File: src/rtl/calc_entry.sv
// calc_entry: keypad entry controller in front of the combinational calc core.
// Optional feature macro CALC_ENTRY_CHAIN_EN: an operator key in RESULT chains the result into A.
//
// Handshake (parity toggle): a request is launched by inverting the req bit data_input[52];
// the request word is stable from the cycle after that toggle. The core acknowledges by
// driving flag_out to ~req; while flag_out == req the controller holds in WAIT. The inf/ovf
// bits [53]/[54] are parity toggles too: a returned flag differing from the stored copy
// signals the event, and the stored copy is updated to match.

module calc_entry #(
  parameter int DIGITS = 6
) (
  input  logic                  clk,
  input  logic                  rst,
  input  logic                  key_valid,
  input  logic [3:0]            key_code,
  output logic [8*DIGITS+6:0]   data_input,
  input  logic [4*DIGITS-1:0]   data_output,
  input  logic                  flag_out,
  input  logic                  flag_inf_out,
  input  logic                  flag_ovf_out,
  output logic [4*DIGITS-1:0]   disp,
  output logic                  err_inf,
  output logic                  err_ovf,
  output logic                  busy,
  output logic [2:0]            dbg_state
);

  localparam int W = 4 * DIGITS;
  localparam logic [W-1:0] BLANK = {DIGITS{4'hF}};
  localparam logic [W-1:0] ZERO  = {{(DIGITS-1){4'hF}}, 4'h0};

  localparam logic [3:0] KEY_EQ  = 4'hE;
  localparam logic [3:0] KEY_CLR = 4'hF;

  typedef enum logic [2:0] {
    ST_ENTER_A = 3'd0,
    ST_ENTER_B = 3'd1,
    ST_REQ     = 3'd2,
    ST_WAIT    = 3'd3,
    ST_RESULT  = 3'd4
  } state_t;

  state_t         state_q, state_d;
  logic [W-1:0]   a_q, a_d;
  logic [W-1:0]   b_q, b_d;
  logic [3:0]     op_q, op_d;
  logic           req_q, req_d;
  logic           inf_q, inf_d;
  logic           ovf_q, ovf_d;
  logic [W-1:0]   disp_q, disp_d;
  logic           err_inf_q, err_inf_d;
  logic           err_ovf_q, err_ovf_d;
  logic           busy_q, busy_d;

  logic           key_is_digit;
  logic           key_is_op;
  logic [W-1:0]   cur_opnd;
  logic           cur_full;
  logic [W-1:0]   cur_next;

  assign key_is_digit = (key_code <= 4'd9);
  assign key_is_op    = (key_code >= 4'hA) && (key_code <= 4'hD);

  // Operand currently being typed; a lone 0 absorbs further zeros.
  assign cur_opnd = (state_q == ST_ENTER_B) ? b_q : a_q;
  assign cur_full = (cur_opnd[W-1 -: 4] != 4'hF);
  assign cur_next = ((cur_opnd == ZERO) && (key_code == 4'h0)) ? cur_opnd
                                                               : {cur_opnd[W-5:0], key_code};

  always_comb begin
    state_d   = state_q;
    a_d       = a_q;
    b_d       = b_q;
    op_d      = op_q;
    req_d     = req_q;
    inf_d     = inf_q;
    ovf_d     = ovf_q;
    disp_d    = disp_q;
    err_inf_d = err_inf_q;
    err_ovf_d = err_ovf_q;
    busy_d    = busy_q;

    if (state_q == ST_REQ) begin
      req_d   = ~req_q;
      state_d = ST_WAIT;
      busy_d  = 1'b1;
    end else if (state_q == ST_WAIT) begin
      if (flag_out != req_q) begin
        disp_d = data_output;
        if (flag_inf_out != inf_q) begin
          err_inf_d = 1'b1;
          inf_d     = flag_inf_out;
        end
        if (flag_ovf_out != ovf_q) begin
          err_ovf_d = 1'b1;
          ovf_d     = flag_ovf_out;
        end
        state_d = ST_RESULT;
        busy_d  = 1'b0;
      end
    end else if (key_valid) begin
      if (key_code == KEY_CLR) begin
        // Everything back to reset values except the handshake parity bits.
        state_d   = ST_ENTER_A;
        a_d       = BLANK;
        b_d       = BLANK;
        op_d      = 4'h0;
        disp_d    = ZERO;
        err_inf_d = 1'b0;
        err_ovf_d = 1'b0;
        busy_d    = 1'b0;
      end else if ((state_q == ST_ENTER_A) || (state_q == ST_ENTER_B)) begin
        if (key_is_digit) begin
          if (!cur_full) begin
            if (state_q == ST_ENTER_A) a_d = cur_next;
            else                       b_d = cur_next;
            disp_d = cur_next;
          end
        end else if (key_is_op) begin
          if ((state_q == ST_ENTER_A) && (a_q != BLANK)) begin
            op_d    = key_code;
            state_d = ST_ENTER_B;
          end else if ((state_q == ST_ENTER_B) && (b_q == BLANK)) begin
            op_d = key_code;
          end
        end else if (key_code == KEY_EQ) begin
          if ((state_q == ST_ENTER_B) && (b_q != BLANK)) begin
            state_d = ST_REQ;
            busy_d  = 1'b1;
          end
        end
      end else if (state_q == ST_RESULT) begin
        if (key_is_digit) begin
          // Fresh calculation; the old result stays on the display until the next digit.
          a_d       = {{(DIGITS-1){4'hF}}, key_code};
          b_d       = BLANK;
          state_d   = ST_ENTER_A;
          err_inf_d = 1'b0;
          err_ovf_d = 1'b0;
        end else if (key_is_op) begin
`ifdef CALC_ENTRY_CHAIN_EN
          if (!err_inf_q && !err_ovf_q) begin
            a_d     = disp_q;
            b_d     = BLANK;
            op_d    = key_code;
            state_d = ST_ENTER_B;
          end
`else
          op_d = op_q;
`endif
        end
      end
    end
  end

  always_ff @(posedge clk) begin
    if (rst) begin
      state_q   <= ST_ENTER_A;
      a_q       <= BLANK;
      b_q       <= BLANK;
      op_q      <= 4'h0;
      req_q     <= 1'b0;
      inf_q     <= 1'b0;
      ovf_q     <= 1'b0;
      disp_q    <= ZERO;
      err_inf_q <= 1'b0;
      err_ovf_q <= 1'b0;
      busy_q    <= 1'b0;
    end else begin
      state_q   <= state_d;
      a_q       <= a_d;
      b_q       <= b_d;
      op_q      <= op_d;
      req_q     <= req_d;
      inf_q     <= inf_d;
      ovf_q     <= ovf_d;
      disp_q    <= disp_d;
      err_inf_q <= err_inf_d;
      err_ovf_q <= err_ovf_d;
      busy_q    <= busy_d;
    end
  end

  assign data_input = {ovf_q, inf_q, req_q, op_q, a_q, b_q};
  assign disp       = disp_q;
  assign err_inf    = err_inf_q;
  assign err_ovf    = err_ovf_q;
  assign busy       = busy_q;
  assign dbg_state  = state_q;

endmodule

File: config.mk
export PLATFORM = sky130hd
export DESIGN_NAME = calc_entry
export DESIGN_NICKNAME = d
export VERILOG_FILES = /design/src/rtl/calc_entry.sv
export SDC_FILE = /design/constraint.sdc
export NUM_CORES = 1
export LEC_CHECK = 0
export CAP_MARGIN = 20
export CORE_UTILIZATION = 40
export CTS_CLUSTER_SIZE = 40
export DETAILED_ROUTE_END_ITERATION = 16
export PLACE_DENSITY_LB_ADDON = 0.15
export SYNTH_ARGS = -nofsm -noshare
export SYNTH_HDL_FRONTEND = slang
export SYNTH_SLANG_ARGS = --single-unit
export TNS_END_PERCENT = 20
File: constraint.sdc
create_clock -name clk -period 2.88 [get_ports clk]
set_clock_uncertainty 0.2 [all_clocks]
set_input_delay 0.432 -clock clk [delete_from_list [all_inputs] [get_ports clk]]
set_output_delay 0.432 -clock clk [all_outputs]
set_load 0.03 [all_outputs]
==> flow_summary.json <==
{
  "status": "finished, final reports clean",
  "syn_avg_cell_area_um2": 8.04,
  "layoutNonFillerInstCount": 766,
  "grt_max_degree": 48,
  "path_class": "input pin to register",
  "hold_viol": 0,
  "io_buffers": 118,
  "postSynthCellCount": 517,
  "yosys_warnings": 0,
  "core_um2": 9910,
  "vias": 4329,
  "clock_sinks": 85,
  "min_period_ps": 2660,
  "ys.flop_type": "dfxtp_1",
  "die-area_um2": 10800,
  "synthAdderAreaFrac_pct": 0,
  "layout.nets": 662,
  "pin_count": 119,
  "layout-area-overhead-vs-synth_pct": 36.6,
  "maxCapViolations": 0,
  "drc": 0,
  "synth_seq_area_share_pct": 40.9,
  "fp.dieW_um": 104,
  "netlist_area_um2": 4160,
  "hpwl_mm": 10.4,
  "muxShareOfSynthArea_pct": 2.56,
  "rsz0062_at_grt": "false",
  "ys_types": 50,
  "total_power_mw": 4.28,
  "wl_mm": 14.2,
  "drv_slew": 0,
  "multi_input_area_um2": 2210,
  "grt_pass1_vias": 4183,
  "ctsLongestPathBuffers": 2,
  "synth_edf_count": 0,
  "final_antenna_net_count": 0,
  "root_buffer": "clkbuf_8",
  "irDropWorstVdd_v": 0.000389,
  "gp_congestion": 1.00,
  "cts_tree": "done",
  "rows": 36,
  "die_y_um": 104,
  "period_share_pct": 92.5,
  "cts_setup_buffers": 0,
  "first_iter_violations": 273,
  "worstSkewPairLatency_ps": 360,
  "path_max_fanout": 40,
  "cp.arrival_ps": 2700,
  "p_per_area_nw_per_um2": 754,
  "grt_pass1_wl_mm": 22.4,
  "critPathCaptureType": "register",
  "cts_resized": 0,
  "synth_commonest_cells": "96 x nor2_1, 85 x dfxtp_1, 66 x nand2_1",
  "htree_levels": 3,
  "hold_buffers": 0,
  "max_freq_mhz": 375,
  "synth_seq_cells": 85,
  "worst_ep_required_time_ps": 2920,
  "start_kind": "input pin",
  "leakage_nw": 2.34,
  "synthXorXnorAreaFrac_pct": 1.05,
  "synthSimpleGateAreaFrac_pct": 24.4,
  "setup_viol": 0,
  "grt_overflow": 0,
  "wire_per_inst_um": 18.6,
  "synth_top_area_share_pct": 40.9,
  "yosysMostFrequentCell": "nor2_1",
  "drtPass1Iterations": 5,
  "drive_gt1_share_pct": 7.90,
  "viasPerCell": 5.65,
  "synthArstFlopShare_pct": 0,
  "antenna_cells": 0,
  "cts_buffers": 9,
  "synth_top_family_by_area": "compound AO/OA/AOI/OAI gates",
  "synth.area.top_cells": "dfxtp_1 41%, a211o_1 12%, nor2_1 8.7%, nand2_1 6.0%, o22ai_1 2.7%",
  "synth_compound_area_share_pct": 24.9,
  "hp-class": "register to register",
  "worstMarginPinSlew_ps": 566,
  "regArea_um2": 1700,
  "place_inst": 750,
  "relSlewSlack_pct": 62.1,
  "initial_utilization_pct": 42.0,
  "gr-usage-all-layers_pct": 26.3,
  "n_fill_cell": 941,
  "syn_nets": 551,
  "clk_pin_slew_worst_paths_ps": 90,
  "synth_top_cell_by_area": "dfxtp_1",
  "final_core_util_pct": 57.3,
  "antenna_found_initial": 0
}
-- where the power goes --
| part | leakage [nW] | switching, mW | internal (mW) |
|---|---|---|---|
| Clock | 0.0760 | 0.448 | 0.315 |
| Combinational | 1.57 | 1.18 | 0.806 |
| Sequential | 0.696 | 0.167 | 1.37 |
-- flip-flops by register name, indices dropped and copies added, names as in the netlist, 3 cells and up --
register and flops:
b_q 24, a_q 24, dbg_state 3, op_q 4, disp 24
-- metal layers --
layer,global-route usage (%),up-vias,share of wire [%]
li1,-,2083,-
met1,31.7,2034,41
met2,45.8,175,50
met3,4.39,37,5.4
met4,11.8,0,3.0
met5,0,-,0
-- path summary, 6_finish.rpt --
check	startpoint	end	slack, ps	cells past startpoint
worst max register to register	dbg_state[1]	a_q[3]	440	7
worst max-delay path	key_code[3]	disp[1]	220	8
worst min register to register	disp[14]	disp[14]	270	1
worst min-delay path	disp[14]	disp[14]	270	1
-- cell families (layout without fill, tap and decap cells) --
family | count (synthesis) | count (layout)
simple gates | 230 | 230
compound gates | 136 | 136
flops | 85 | 85
buf+inv | 51 | 167
mux | 10 | 10
xor+xnor | 5 | 5
-- critical path, cell delays in order --
cell	delay (ps)
clkdlybuf4s50_1	630
and4_1	370
nand3_1	280
nand2_1	190
nor2_2	70
buf_12	180
a221oi_1	480
nor3_1	80
-- metrics by stage --
step                      worst slack [ps]  hold slack [ps]  setup TNS, ps  cell area, um2
final                                  215              267              0            5680
after global routing                  82.9              295              0            5680
after CTS                              312              270              0            5680
after detailed placement             -76.4              248           -142            5510
after global placement               -83.9              245           -154            5510
after floorplan                        495              261              0            4160
-- layout make-up --
| cell class | count | share of cell area [%] |
|---|---|---|
| clock buffer | 11 | 2.31 |
| sequential | 85 | 30.0 |
| multi-input combinational | 381 | 38.9 |
| timing repair buffer | 144 | 24.8 |
| clock inverter | 5 | 0.639 |
| tap | 133 | 2.93 |
| inverter | 7 | 0.463 |
-- layout by cell type, fill, tap and decap left out, types with 4 or more instances in the layout --
cell type	synthesis	routed
a211o_1	57	57
a21oi_1	15	15
a2bb2oi_1	6	6
a31oi_1	5	5
buf_4	3	23
clkbuf_8	0	9
clkdlybuf4s50_1	0	117
dfxtp_1	85	85
inv_1	7	7
mux2i_1	7	7
nand2_1	66	66
nand2b_1	6	6
nand3_1	9	9
nand4_1	11	11
nor2_1	96	95
nor3_1	21	21
o21ai_0	9	9
o21bai_1	4	4
o22ai_1	18	18
xor2_1	4	4
No activity file was read; power rests on OpenSTA's default activity.
